## src/rtl/mem_arbiter_pkg.sv

```systemverilog
// Shared types for the tiny5 memory arbiter: access size, FSM state and requester id.
package mem_arbiter_pkg;

  typedef enum logic [1:0] {
    SIZE_BYTE = 2'd0,
    SIZE_HALF = 2'd1,
    SIZE_WORD = 2'd2
  } mem_size_t;

  typedef enum logic {
    IDLE = 1'b0,
    BUSY = 1'b1
  } arb_state_t;

  typedef enum logic {
    ARB_M0 = 1'b0,
    ARB_M1 = 1'b1
  } arb_master_t;

endpackage

```

## src/rtl/rr_pick2.sv

```systemverilog
// Two-way round-robin winner selection; on a tie the requester not served last wins.
module rr_pick2
  import mem_arbiter_pkg::*;
(
  input  logic [1:0]  req,
  input  arb_master_t last,
  output logic        valid,
  output arb_master_t winner
);

  always_comb begin
    valid  = |req;
    winner = ARB_M0;
    case (req)
      2'b01:   winner = ARB_M0;
      2'b10:   winner = ARB_M1;
      2'b11:   winner = (last == ARB_M0) ? ARB_M1 : ARB_M0;
      default: winner = ARB_M0;
    endcase
  end

endmodule

```

## src/rtl/mem_arbiter.sv

```systemverilog
// Round-robin arbiter: fetch (m0) and load/store (m1) share one memory port,
// one registered transaction at a time, with an optional ack timeout.
module mem_arbiter
  import mem_arbiter_pkg::*;
#(
  parameter int unsigned ADDR_W   = 32,
  parameter int unsigned DATA_W   = 32,
  parameter int unsigned MAX_WAIT = 255
) (
  input  logic              clk_i,
  input  logic              reset_ni,
  input  logic              m0_req_i,
  input  logic              m0_we_i,
  input  logic [ADDR_W-1:0] m0_addr_i,
  input  logic [DATA_W-1:0] m0_wdata_i,
  input  mem_size_t         m0_size_i,
  output logic              m0_gnt_o,
  output logic              m0_rvalid_o,
  output logic [DATA_W-1:0] m0_rdata_o,
  output logic              m0_err_o,
  input  logic              m1_req_i,
  input  logic              m1_we_i,
  input  logic [ADDR_W-1:0] m1_addr_i,
  input  logic [DATA_W-1:0] m1_wdata_i,
  input  mem_size_t         m1_size_i,
  output logic              m1_gnt_o,
  output logic              m1_rvalid_o,
  output logic [DATA_W-1:0] m1_rdata_o,
  output logic              m1_err_o,
  output logic              mem_req_o,
  output logic              mem_we_o,
  output logic [ADDR_W-1:0] mem_addr_o,
  output logic [DATA_W-1:0] mem_wdata_o,
  output mem_size_t         mem_size_o,
  input  logic              mem_ack_i,
  input  logic [DATA_W-1:0] mem_rdata_i
);

  // A zero-width counter is illegal, so the disabled-timeout case keeps one bit.
  localparam int unsigned CNT_W = (MAX_WAIT == 0) ? 1 : $clog2(MAX_WAIT + 1);

  arb_state_t        state_q;
  arb_master_t       owner_q;
  arb_master_t       last_q;
  logic [CNT_W-1:0]  cnt_q;

  logic              pick_valid;
  arb_master_t       pick_winner;
  logic              grant;
  logic              timeout_hit;
  logic              done;
  logic              done_err;
  logic [DATA_W-1:0] done_rdata;

  rr_pick2 u_pick (
    .req    ({m1_req_i, m0_req_i}),
    .last   (last_q),
    .valid  (pick_valid),
    .winner (pick_winner)
  );

  // Grant is withheld while reset is asserted since nothing would be latched.
  assign grant       = reset_ni && (state_q == IDLE) && pick_valid;
  assign m0_gnt_o    = grant && (pick_winner == ARB_M0);
  assign m1_gnt_o    = grant && (pick_winner == ARB_M1);

  assign timeout_hit = (MAX_WAIT != 0) && (cnt_q == CNT_W'(MAX_WAIT - 1));
  assign done        = (state_q == BUSY) && (mem_ack_i || timeout_hit);
  assign done_err    = !mem_ack_i && timeout_hit;
  assign done_rdata  = (mem_ack_i && !mem_we_o) ? mem_rdata_i : '0;

  always_ff @(posedge clk_i) begin
    if (!reset_ni) begin
      state_q     <= IDLE;
      owner_q     <= ARB_M0;
      last_q      <= ARB_M1;
      cnt_q       <= '0;
      mem_req_o   <= 1'b0;
      mem_we_o    <= 1'b0;
      mem_addr_o  <= '0;
      mem_wdata_o <= '0;
      mem_size_o  <= SIZE_BYTE;
      m0_rvalid_o <= 1'b0;
      m0_err_o    <= 1'b0;
      m0_rdata_o  <= '0;
      m1_rvalid_o <= 1'b0;
      m1_err_o    <= 1'b0;
      m1_rdata_o  <= '0;
    end else begin
      m0_rvalid_o <= 1'b0;
      m0_err_o    <= 1'b0;
      m0_rdata_o  <= '0;
      m1_rvalid_o <= 1'b0;
      m1_err_o    <= 1'b0;
      m1_rdata_o  <= '0;
      case (state_q)
        IDLE: begin
          if (grant) begin
            state_q   <= BUSY;
            owner_q   <= pick_winner;
            last_q    <= pick_winner;
            cnt_q     <= '0;
            mem_req_o <= 1'b1;
            if (pick_winner == ARB_M1) begin
              mem_we_o    <= m1_we_i;
              mem_addr_o  <= m1_addr_i;
              mem_wdata_o <= m1_wdata_i;
              mem_size_o  <= m1_size_i;
            end else begin
              mem_we_o    <= m0_we_i;
              mem_addr_o  <= m0_addr_i;
              mem_wdata_o <= m0_wdata_i;
              mem_size_o  <= m0_size_i;
            end
          end
        end
        BUSY: begin
          if (done) begin
            state_q   <= IDLE;
            mem_req_o <= 1'b0;
            if (owner_q == ARB_M1) begin
              m1_rvalid_o <= 1'b1;
              m1_err_o    <= done_err;
              m1_rdata_o  <= done_rdata;
            end else begin
              m0_rvalid_o <= 1'b1;
              m0_err_o    <= done_err;
              m0_rdata_o  <= done_rdata;
            end
          end else if (cnt_q != '1) begin
            cnt_q <= cnt_q + CNT_W'(1);
          end
        end
        default: state_q <= IDLE;
      endcase
    end
  end

endmodule

```

## config.mk

```make
export PLATFORM = sky130hd
export DESIGN_NAME = mem_arbiter
export DESIGN_NICKNAME = d
export VERILOG_FILES = /design/src/rtl/mem_arbiter_pkg.sv /design/src/rtl/rr_pick2.sv /design/src/rtl/mem_arbiter.sv
export SDC_FILE = /design/constraint.sdc
export NUM_CORES = 1
export LEC_CHECK = 0
export CAP_MARGIN = 20
export CORE_AREA = 8 8 143 118
export CTS_BUF_LIST = sky130_fd_sc_hd__clkbuf_4
export DETAILED_ROUTE_END_ITERATION = 16
export DIE_AREA = 0 0 151 126
export PLACE_DENSITY_LB_ADDON = 0.08
export SYNTH_ARGS = -nofsm -noshare
export SYNTH_HDL_FRONTEND = slang
export SYNTH_SLANG_ARGS = --single-unit
```

## constraint.sdc

```tcl
create_clock -name clk_i -period 2 [get_ports clk_i]
set_clock_uncertainty 0.1 [all_clocks]
set_input_delay 0.2 -clock clk_i [delete_from_list [all_inputs] [get_ports clk_i]]
set_output_delay 0.2 -clock clk_i [all_outputs]
set_load 0.02 [all_outputs]
```

==> results by group, run 1 <==
Worst setup path
  – Worst setup path endpoint: mem_we_o
  – Capturing element type of the critical path: primary output
  – Critical path, cell by cell: clkdlybuf4s50_1
  – Slowest stage delay, CP: 640 ps
  – Number of cell instances on the worst register-to-register path: 6
  – Start of the worst register-to-register path: cnt_q[0]
  – First element of the critical path: mem_we_o
  – Worst Path Arrival: 1610 ps
  – Required time worst endpoint: 1700 ps
  – Top cell family by delay on the critical path: buffers and inverters
  – Crit path buf inv count: 1
  – Slowest stage cell, crit path: sky130_fd_sc_hd__clkdlybuf4s50_1
  – End of the worst register-to-register path: m0_rdata_o[24]
  – CP max FO: 3
  – Category of the worst setup path launch point: register
  – Setup slack on the worst flop-to-flop path: 180 ps
  – Class of the most critical setup path: register to primary output
  – Total stage count of the critical path: 1

Logic synthesis
  – Number of warnings printed during yosys synthesis: 0
  – Post-synthesis simple-gate area fraction: 16.1%
  – Cell with the most instances after synthesis: sky130_fd_sc_hd__dfxtp_1
  – Library cell with the largest summed area after synthesis: sky130_fd_sc_hd__dfxtp_1
  – Fraction of the mapped netlist area in compound gates: 14.6%
  – Count of flip-flops with a built-in enable after synthesis: 0
  – Xor and xnor area share after synthesis: 0%
  – Async set-or-reset flop fraction in the synthesized netlist: 0%
  – Fraction of the yosys area taken by sequential cells: 51.9%
  – Most instantiated flip-flop cell in the synthesis netlist: sky130_fd_sc_hd__dfxtp_1
  – Top cells by count, synth: sky130_fd_sc_hd__dfxtp_1, sky130_fd_sc_hd__nand2_1, sky130_fd_sc_hd__mux2i_1, sky130_fd_sc_hd__o211a_1, sky130_fd_sc_hd__and3_1
  – Mux cell area share after synthesis: 11.8%
  – Avg Cell Area, Syn: 10.7 sq um
  – Post-synth cell types: 39
  – Synthesized instance count: 532
  – FF+latch count, synth: 147
  – Largest family of logic cells by synthesized area: simple AND/OR/NAND/NOR gates
  – Synthesized netlist net count: 705
  – Share of the synthesized area in the top cell type: 51.9%
  – Synth top area cells: sky130_fd_sc_hd__dfxtp_1, sky130_fd_sc_hd__mux2i_1, sky130_fd_sc_hd__o211a_1, sky130_fd_sc_hd__and3_1, sky130_fd_sc_hd__nand2_1
  – Adder-Cell Fraction of Synth Area: 0.441%
  – Syn Std Cell Area: 5670 sq um

Detailed routing
  – Total Routed Length: 19,300 um
  – Via count: 5,151
  – Violation count after the first detailed-route iteration: 231
  – Vias per inst: 4.92
  – Number of DRC violations after detailed routing: 0
  – Number of optimization iterations in the first detailed-route pass: 5
  – Wire length per cell after detailed routing: 18.5 um
  – Number of nets still failing antenna checks after routing: 0

Clock network
  – CTS tree: built
  – Num CTS Buffers: 17
  – Clock edge transition at the registers on the reported setup and hold paths: 140 ps
  – Clk sink count: 147
  – Worst skew pair latency: 560 ps
  – Maximum buffer depth of the clock tree: 2
  – Root Driver: sky130_fd_sc_hd__clkbuf_4
  – Number of H-tree branching levels: 4

STA
  – Period Utilization, post-route: 95.6%
  – Unrepaired setup endpoints after global routing: yes
  – Min setup slack post-route: 87.3 ps
  – Worst hold margin: 86.3 ps
  – FMAX: 523 MHz
  – Slew margin rel.: 58.0%
  – Slew Limit Fails: 0
  – Worst-Margin Slew: 630 ps
  – Clock period minus worst slack: 1910 ps
  – Setup violations, final: 0
  – Count of final hold-check violations: 0

Place
  – Port-buffer cells: 308
  – Place WS: -226 ps
  – Detailed-placement wirelength estimate: 14,600 um
  – Routability cong.: 0.796
  – Placed cell area: 9020 sq um

Power and ir drop
  – Leakage power of the design: 0.00442 uW
  – Power after layout: 6160 uW
  – Maximum resistive drop on vdd: 0.372 mV
  – Power density relative to cell area: 662 nW/um^2

Min path
  – Path category of the worst min-delay check: primary input to register

Cells and area
  – Share of post-route cells with drive strength above 1: 9.45%
  – Cell area after layout: 9310 sq um
  – Core occupancy in the finished layout: 63.7%
  – Number of nets in the layout: 1,017
  – Area added between synthesis and finish: 64.1%
  – Number of diodes: 0
  – Filler Cell Count: 1,175

Die
  – Vertical die dimension: 126 um
  – Standard-cell rows: 40
  – Initial Utilization: 38.8%
  – Overall die width: 151 um
  – Number of top-level pins: 309
  – Die Footprint: 19,000 sq um
  – Core region area: 14,600 sq um

GRT
  – Antenna violations before repair: 0
  – First-pass GRT wire length: 29,000 um
  – Global-route track usage on met2: 34.5%
  – Number of global-route vias before repair: 5,382
  – Met1 usage in global routing: 21.2%
  – Busiest layer in global routing: met2
  – Largest net degree at the start of global routing: 90
  – Global-route congestion overflow total: 0
  – Met3 capacity usage during global routing: 6.94%
  – Global-route usage over all layers: 19.3%

Run
  – Number of maximum-capacitance constraint violations: 0

Status
  – Run status: completed
[worst min-delay path: cells and delay by family]
kind	cells	cell delay, ps
AOI/OAI and AO/OA	1	140
buffers and inverters	2	370
[cell usage in the layout, fill, tap and decap left out, drive strengths merged]
| cell | count |
|---|---|
| nand2b | 1 |
| o211a | 67 |
| nor2b | 2 |
| ha | 2 |
| o31ai | 1 |
| o221ai | 2 |
| a21oi | 1 |
| clkdlybuf4s50 | 305 |
| clkbuf | 17 |
| a31oi | 2 |
| nand3 | 9 |
| inv | 12 |
| nand2 | 80 |
| o21ai | 2 |
| o22ai | 1 |
| nor3 | 4 |
| o2111a | 3 |
| clkinvlp | 3 |
| buf | 35 |
| nor3b | 1 |
| o2111ai | 1 |
| or3b | 1 |
| and3b | 2 |
| o21a | 3 |
| a21boi | 4 |
| dfxtp | 147 |
| o211ai | 1 |
| a211oi | 1 |
| nand4 | 1 |
| clkinv | 4 |
| nand4b | 4 |
| mux2i | 67 |
| nor2 | 6 |
| and3 | 65 |
[logic make-up (layout without fill, tap and decap cells)]
group           count (synthesis)  count (layout)
compound gates                 88              89
fa+ha+maj                       2               2
buf+inv                        52             376
flops                         147             147
mux                            67              67
simple gates                  176             176
[through the flow]
stage,TNS [ps],instances
5_1_grt,-35.1,1046
6_report,0,1046
3_3_place_gp,-1200,1012
3_5_place_dp,-2730,1012
2_1_floorplan,0,532
4_1_cts,0,1044
[power breakdown]
group / internal (uW) / switching, uW
clock: 526 / 1170
combinational: 750 / 586
sequential: 3060 / 69.4
[per-layer routing]
layer	share of wire, %	wire (um)
met5	0	0
met4	1.2	223
met3	9.2	1780
met2	49	9550
met1	40	7770
[final cells by class]
type                    instances  area, sq um  area share (%)
well taps                     189          236            2.54
multi-input cells             334         2480            26.6
inverters                       4         15.0           0.161
clock buffers                  17          128            1.37
flip-flops and latches        147         2940            31.6
repair buffers                340         3390            36.4
clock inverters                15          123            1.32
[state kept, by name, summed over array words and instances (netlist names)]
name	count
mem_wdata_o	32
cnt_q	8
mem_addr_o	32
m0_rdata_o	32
m1_rvalid_o	1
mem_size_o	2
last_q	1
mem_req_o	1
m0_rvalid_o	1
mem_we_o	1
m1_err_o	1
m1_rdata_o	32
state_q	1
m0_err_o	1
owner_q	1
[worst min-delay path by stage]
stage | from | to | slack, ps | depth (start not counted)
after floorplan | mem_rdata_i[0] | m0_rdata_o[0] | 250 | 1
after global placement | mem_req_o | mem_req_o | 370 | 2
after detailed placement | mem_wdata_o[16] | mem_wdata_o[16] | 380 | 1
after CTS | reset_ni | mem_wdata_o[4] | 30 | 3
after global routing | reset_ni | mem_addr_o[16] | 40 | 3
final | reset_ni | mem_wdata_o[4] | 90 | 3
[timing repair]
| action | CTS | global route |
|---|---|---|
| gates cloned | 0 | 1 |
| setup endpoints to repair | 2 | 35 |
| pin swaps | 1 | 1 |
| gates resized for setup | 9 | 3 |
| hold buffers | 0 | 0 |
| setup buffers | 0 | 1 |
No activity file was read; power rests on OpenSTA's default activity.
==> run 2, diff against run 1 <==
--- a/config.mk
+++ b/config.mk
@@ -6,11 +6,12 @@
 export NUM_CORES = 1
 export LEC_CHECK = 0
 export CAP_MARGIN = 20
-export CORE_AREA = 8 8 143 118
+export CORE_AREA = 8 8 138 114
 export CTS_BUF_LIST = sky130_fd_sc_hd__clkbuf_4
 export DETAILED_ROUTE_END_ITERATION = 16
-export DIE_AREA = 0 0 151 126
+export DIE_AREA = 0 0 146 122
 export PLACE_DENSITY_LB_ADDON = 0.08
 export SYNTH_ARGS = -nofsm -noshare
 export SYNTH_HDL_FRONTEND = slang
 export SYNTH_SLANG_ARGS = --single-unit
+export TNS_END_PERCENT = 30
==> constraint.sdc (replaced) <==
create_clock -name clk_i -period 2.5 [get_ports clk_i]
set_clock_uncertainty 0.1 [all_clocks]
set_input_delay 0.25 -clock clk_i [delete_from_list [all_inputs] [get_ports clk_i]]
set_output_delay 0.25 -clock clk_i [all_outputs]
set_load 0.02 [all_outputs]
==> run 2 against run 1 <==
Net effect:
- core utilization grew 4.9 points
- register-to-register slack gained 340 ps
- first-iteration DRC count grew 9.1%
- count of clock-buffer cells in the layout is the same
- cell count shrank 2.6%
- critical endpoint is now m1_gnt_o
- cell area shrank 1.2%
- die area shrank 6.4%
- largest cell class unchanged
==> results by group, run 2 (synthesized netlist as in run 1, its figures left out) <==
Clock network
  – Buffer count from post-CTS setup fixing: 0 (unchanged)
  – Worst skew pair latency: 540 ps (-20 ps)
  – Clk sink count: 147 (unchanged)
  – Clock edge transition at the registers on the reported setup and hold paths: 120 ps (-20 ps)
  – Number of cells upsized or downsized after cts: 0 (-9)
  – Number of H-tree branching levels: 4 (unchanged)
  – Num CTS Buffers: 17 (unchanged)
  – Hold buffer count at CTS: 0 (unchanged)
  – Root Driver: sky130_fd_sc_hd__clkbuf_4
  – CTS tree: built
  – Maximum buffer depth of the clock tree: 2 (unchanged)

Worst setup path
  – End of the worst register-to-register path: cnt_q[6]
  – Top cell family by delay on the critical path: buffers and inverters
  – Start of the worst register-to-register path: cnt_q[1]
  – CP max FO: 13 (+10)
  – Worst Path Arrival: 1710 ps (+100 ps)
  – Class of the most critical setup path: register to primary output
  – Required time worst endpoint: 2150 ps (+450 ps)
  – Crit path buf inv count: 3 (+2)
  – Number of cell instances on the worst register-to-register path: 5 (-1)
  – Critical path, cell by cell: buf_4 > nor3b_2 > nand2_1 > inv_1 > dlymetal6s2s_1
  – Setup slack on the worst flop-to-flop path: 520 ps (+340 ps)
  – Category of the worst setup path launch point: register
  – Slowest stage cell, crit path: sky130_fd_sc_hd__dfxtp_1
  – Total stage count of the critical path: 5 (+4)
  – Slowest stage delay, CP: 340 ps (-300 ps)
  – Capturing element type of the critical path: primary output

STA
  – FMAX: 487 MHz
  – Worst hold margin: 62.4 ps (-23.8 ps)
  – Slew margin rel.: 52.9% (-5.1 points)
  – Setup TNS: 0 ps (unchanged)
  – Count of final hold-check violations: 0 (unchanged)
  – Clock period minus worst slack: 2060 ps
  – Period Utilization, post-route: 82.2%
  – Setup violations, final: 0 (unchanged)
  – Unrepaired setup endpoints after global routing: no
  – Worst-Margin Slew: 706 ps (+76.3 ps)
  – Slew Limit Fails: 0 (unchanged)

GRT
  – Largest net degree at the start of global routing: 124 (+38%)
  – Number of global-route vias before repair: 5,185 (-3.7%)
  – Global-route congestion overflow total: 0 (unchanged)
  – Antenna violations before repair: 0 (unchanged)
  – Global-route usage over all layers: 20.5% (+1.1 points)
  – First-pass GRT wire length: 28,800 um (-0.71%)

Detailed routing
  – Violation count after the first detailed-route iteration: 252 (+9.1%)
  – Number of nets still failing antenna checks after routing: 0 (unchanged)
  – Wire length per cell after detailed routing: 18.7 um (+1.4%)
  – Total Routed Length: 19,100 um (-1.2%)
  – Vias per inst: 5.01 (+1.7%)
  – Via count: 5,103 (-0.93%)
  – Number of optimization iterations in the first detailed-route pass: 5 (unchanged)
  – Number of DRC violations after detailed routing: 0 (unchanged)

Power and ir drop
  – Maximum resistive drop on vdd: 0.372 mV (about the same)
  – Leakage power of the design: 0.00438 uW (-0.91%)
  – Internal Dissipation: 3730 uW (-14%)
  – Power density relative to cell area: 558 nW/um^2 (-16%)
  – Total net switching power: 1400 uW (-23%)
  – Fraction of power spent switching nets: 27.3% (-2.3 points)
  – Share of power burned in combinational logic: 20.2% (-1.5 points)
  – Relative contribution of the clock network to total power: 31.1% (+3.5 points)
  – Sequential power share: 48.8% (-2.0 points)

Cells and area
  – Number of diodes: 0 (unchanged)
  – Commonest non-fill, non-tap cells in the layout: sky130_fd_sc_hd__clkdlybuf4s50_1, sky130_fd_sc_hd__dfxtp_1, sky130_fd_sc_hd__nand2_1, sky130_fd_sc_hd__mux2i_1, sky130_fd_sc_hd__o211a_1
  – Core occupancy in the finished layout: 68.6% (+4.9 points)
  – Commonest non-fill, non-tap cell in the layout: sky130_fd_sc_hd__clkdlybuf4s50_1
  – Share of post-route cells with drive strength above 1: 7.15% (-2.3 points)
  – Area added between synthesis and finish: 62.1%
  – Number of nets in the layout: 1,000 (-1.7%)

Place
  – Routability cong.: 0.834 (+4.9%)
  – Detailed-placement wirelength estimate: 14,700 um (+0.73%)
  – Port-buffer cells: 308 (unchanged)

Min path
  – Path category of the worst min-delay check: primary input to register
  – Hold depth: 3 (unchanged)
  – Beginning of the worst hold path: reset_ni
  – Worst Hold End: last_q

Die
  – Die Footprint: 17,800 sq um (-6.4%)
  – Overall die width: 146 um (-3.3%)
  – Vertical die dimension: 122 um (-3.2%)
  – Core region area: 13,400 sq um (-8.3%)
  – Number of top-level pins: 309 (unchanged)
  – Standard-cell rows: 38 (-5.0%)
  – Initial Utilization: 42.3% (+3.5 points)

Status
  – Run status: completed

Run
  – Number of maximum-capacitance constraint violations: 0 (unchanged)
## run 2: power by group through the flow
stage / clock network (uW) / registers [uW] / logic (uW)
4_1_cts: 1640 / 2500 / 1040
6_report: 1590 / 2500 / 1030
2_1_floorplan: 0 / 2670 / 338
5_1_grt: 1750 / 2520 / 1100
3_5_place_dp: 0 / 2550 / 1040
3_3_place_gp: 0 / 2550 / 1020
## run 2: layer usage
metal | up-vias | global-route usage [%] | share of wire (%)
met5 | - | 0 | 0
met4 | 0 | 7.13 | 2.1
met3 | 31 | 8.93 | 8.1
met2 | 198 | 36.3 | 50
met1 | 2370 | 21.6 | 40
li1 | 2504 | - | -
## run 2: cell type report
cell class                 instances  area [sq um]
sequential                       147          2940
fill                            1029          4210
multi-input combinational        333          2460
clock inverter                    14           176
inverter                           4          15.0
clock buffer                      17           128
tap                              180           225
timing repair buffer             324          3250
## run 2: worst max path at each step
stage / slack (ps) / start / to
floorplan: 900 / reset_ni / m0_gnt_o
detailed placement: 100 / m1_req_i / m0_gnt_o
global placement: 120 / m1_req_i / m0_gnt_o
finish: 440 / state_q / m1_gnt_o
global route: 300 / state_q / m1_gnt_o
CTS: 20 / state_q / m1_gnt_o
## run 2: through the flow
stage | setup WS [ps] | total power [uW] | cells | area [sq um]
after global routing | 299 | 5360 | 1019 | 9200
after floorplan | 898 | 3010 | 532 | 5670
after CTS | 17.2 | 5180 | 1019 | 9190
after detailed placement | 104 | 3590 | 988 | 8890
final | 445 | 5130 | 1019 | 9200
after global placement | 120 | 3570 | 988 | 8890
## run 2: tightest hold or removal path: stages
cell and delay [ps]:
sky130_fd_sc_hd__buf_2 110, sky130_fd_sc_hd__buf_4 210, sky130_fd_sc_hd__nand3_1 90
==> run 3, diff against run 2 <==
--- a/config.mk
+++ b/config.mk
@@ -6,10 +6,10 @@
 export NUM_CORES = 1
 export LEC_CHECK = 0
 export CAP_MARGIN = 20
-export CORE_AREA = 8 8 138 114
+export CORE_AREA = 8 8 150 124
 export CTS_BUF_LIST = sky130_fd_sc_hd__clkbuf_4
 export DETAILED_ROUTE_END_ITERATION = 16
-export DIE_AREA = 0 0 146 122
+export DIE_AREA = 0 0 158 132
 export PLACE_DENSITY_LB_ADDON = 0.08
 export SYNTH_ARGS = -nofsm -noshare
 export SYNTH_HDL_FRONTEND = slang
==> constraint.sdc (replaced) <==
create_clock -name clk_i -period 1.7 [get_ports clk_i]
set_clock_uncertainty 0.1 [all_clocks]
set_input_delay 0.17 -clock clk_i [delete_from_list [all_inputs] [get_ports clk_i]]
set_output_delay 0.17 -clock clk_i [all_outputs]
set_load 0.02 [all_outputs]
==> run 3 against run 2 <==
Net effect:
- the flow now finishes with violations (setup timing)
- critical path depth fell by 2
- sequential power rose by 47%
- first-iteration DRC count rose by 13%
- via count rose by 3.1%
- setup slack got worse by 520 ps
- largest cell class unchanged
- highest routed layer unchanged
==> results by group, run 3 (synthesized netlist as in run 1, its figures left out) <==
Clock network
  – Clk sink count: 147 (unchanged)
  – CTS tree: built
  – Hold buffer count at CTS: 0 (unchanged)
  – Num CTS Buffers: 17 (unchanged)
  – Maximum buffer depth of the clock tree: 2 (unchanged)
  – Worst skew pair latency: 550 ps (about the same)
  – Clock edge transition at the registers on the reported setup and hold paths: 140 ps (+20 ps)
  – Number of H-tree branching levels: 4 (unchanged)
  – Root Driver: sky130_fd_sc_hd__clkbuf_4

Place
  – Port-buffer cells: 308 (unchanged)
  – Routability cong.: 0.861 (+3.1%)
  – Detailed-placement wirelength estimate: 15,000 um (+2.2%)
  – Place WS: -470 ps (-574 ps)
  – Instance count after placement with tap cells included: 1,055 (+6.8%)

Detailed routing
  – Met3 WL post-DR: 1870 um (+21%)
  – Number of nets still failing antenna checks after routing: 0 (unchanged)
  – Number of optimization iterations in the first detailed-route pass: 5 (unchanged)
  – Wire length per cell after detailed routing: 18.7 um (about the same)
  – Sum of routed wire segments on met1: 8490 um (+12%)
  – Met2 Wirelength: 10,000 um (+4.9%)
  – Top layer reached by signal wires: met4
  – Number of DRC violations after detailed routing: 0 (unchanged)
  – Total Routed Length: 20,700 um (+8.3%)
  – Vias per inst: 4.77 (-4.8%)
  – Via count: 5,261 (+3.1%)
  – Violation count after the first detailed-route iteration: 286 (+13%)

STA
  – FMAX: 565 MHz
  – Setup TNS: -124 ps (-124 ps)
  – Setup violations, final: 2 (+2)
  – Worst-Margin Slew: 557 ps (-149 ps)
  – Period Utilization, post-route: 104%
  – Slew Limit Fails: 0 (unchanged)
  – Count of final hold-check violations: 0 (unchanged)
  – Slew margin rel.: 62.9% (+9.9 points)
  – Clock period minus worst slack: 1770 ps
  – Unrepaired setup endpoints after global routing: yes
  – Min setup slack post-route: -70.5 ps (-515 ps)

Worst setup path
  – Capturing element type of the critical path: primary output
  – Required time worst endpoint: 1430 ps (-720 ps)
  – Worst Path Arrival: 1500 ps (-210 ps)
  – Category of the worst setup path launch point: register
  – Start of the worst register-to-register path: last_q
  – First element of the critical path: state_q
  – Class of the most critical setup path: register to primary output
  – CP max FO: 2 (-11)

Cells and area
  – Commonest non-fill, non-tap cells in the layout: sky130_fd_sc_hd__clkdlybuf4s50_1, sky130_fd_sc_hd__dfxtp_1, sky130_fd_sc_hd__dlygate4sd2_1, sky130_fd_sc_hd__nand2_1, sky130_fd_sc_hd__o211a_1
  – Number of nets in the layout: 1,044 (+4.4%)
  – Commonest non-fill, non-tap cell in the layout: sky130_fd_sc_hd__clkdlybuf4s50_1
  – Filler Cell Count: 1,440 (+40%)
  – Share of post-route cells with drive strength above 1: 14.2% (+7.0 points)
  – Area added between synthesis and finish: 69.2%
  – Number of non-filler instances in the completed layout: 1,103 (+8.2%)
  – Core occupancy in the finished layout: 59.3% (-9.3 points)
  – Number of diodes: 0 (unchanged)

Run
  – Number of maximum-capacitance constraint violations: 0 (unchanged)

GRT
  – Global-route usage over all layers: 19.0% (-1.4 points)
  – Global-route congestion overflow total: 0 (unchanged)
  – Largest net degree at the start of global routing: 85 (-31%)
  – Number of global-route vias before repair: 5,606 (+8.1%)
  – First-pass GRT wire length: 30,900 um (+7.4%)
  – Antenna violations before repair: 0 (unchanged)

Min path
  – Path category of the worst min-delay check: primary input to register
  – Beginning of the worst hold path: mem_rdata_i[11]

Die
  – Overall die width: 158 um (+8.2%)
  – Core region area: 16,200 sq um (+21%)
  – Vertical die dimension: 132 um (+8.2%)
  – Number of top-level pins: 309 (unchanged)
  – Initial Utilization: 35.0% (-7.3 points)
  – Standard-cell rows: 42 (+11%)
  – Die Footprint: 20,900 sq um (+17%)

Status
  – Violations in the final reports: setup timing
  – Run status: finished, violations left

Power and ir drop
  – Power density relative to cell area: 760 nW/um^2 (+36%)
  – Leakage power of the design: 0.00517 uW (+18%)
  – Maximum resistive drop on vdd: 0.353 mV (-5.2%)
run 3: through the flow:
step                      power (uW)  hold WS (ps)  area, sq um
after floorplan                 4430           216         5670
after global placement          5310           375         9140
after detailed placement        5340           383         9140
after CTS                       7300          41.4         9400
after global routing            7700          6.35         9600
final                           7290          88.8         9600
run 3: what timing repair did:
action                                  in CTS  in global routing
endpoints found under the setup margin     250                127
buffers inserted                            10                  4
gates cloned                                 2                  1
pin swaps                                    4                  4
resized for setup                          158                 33
run 3: final timing paths:
kind	endpoint	slack, ps	cells past startpoint
setup reg to reg	mem_wdata_o[19]	20	7
hold / removal	m1_rdata_o[11]	90	2
hold reg to reg	mem_addr_o[9]	410	1
setup / recovery	m0_gnt_o	-70	3
run 3: final cells by class:
cell class / count / area, sq um / area share, %
Clock buffer: 17 / 128 / 1.33
Clock inverter: 14 / 129 / 1.34
Inverter: 4 / 15.0 / 0.156
Multi-Input combinational cell: 335 / 2590 / 27.0
Sequential cell: 147 / 2950 / 30.7
Tap cell: 220 / 275 / 2.87
Timing Repair Buffer: 366 / 3510 / 36.6
run 3: critical path, cell delays in order, from the launching register on:
cell and delay [ps]:
sky130_fd_sc_hd__dfxtp_2 360, sky130_fd_sc_hd__or3b_4 390, sky130_fd_sc_hd__nor2_4 90, sky130_fd_sc_hd__buf_6 120
run 3: power by group:
part           switching, uW  internal (uW)  total (uW)
Sequential              76.7           3600        3680
Clock                   1310            732        2040
Combinational            730            845        1570
Total                   2110           5180        7290
run 3: layer usage:
layer  global-route usage (%)  vias to the layer above
li1                         -                     2590
met1                     21.4                     2453
met2                     32.5                      202
met3                     7.54                       16
met4                     5.39                        0
met5                        0                        -
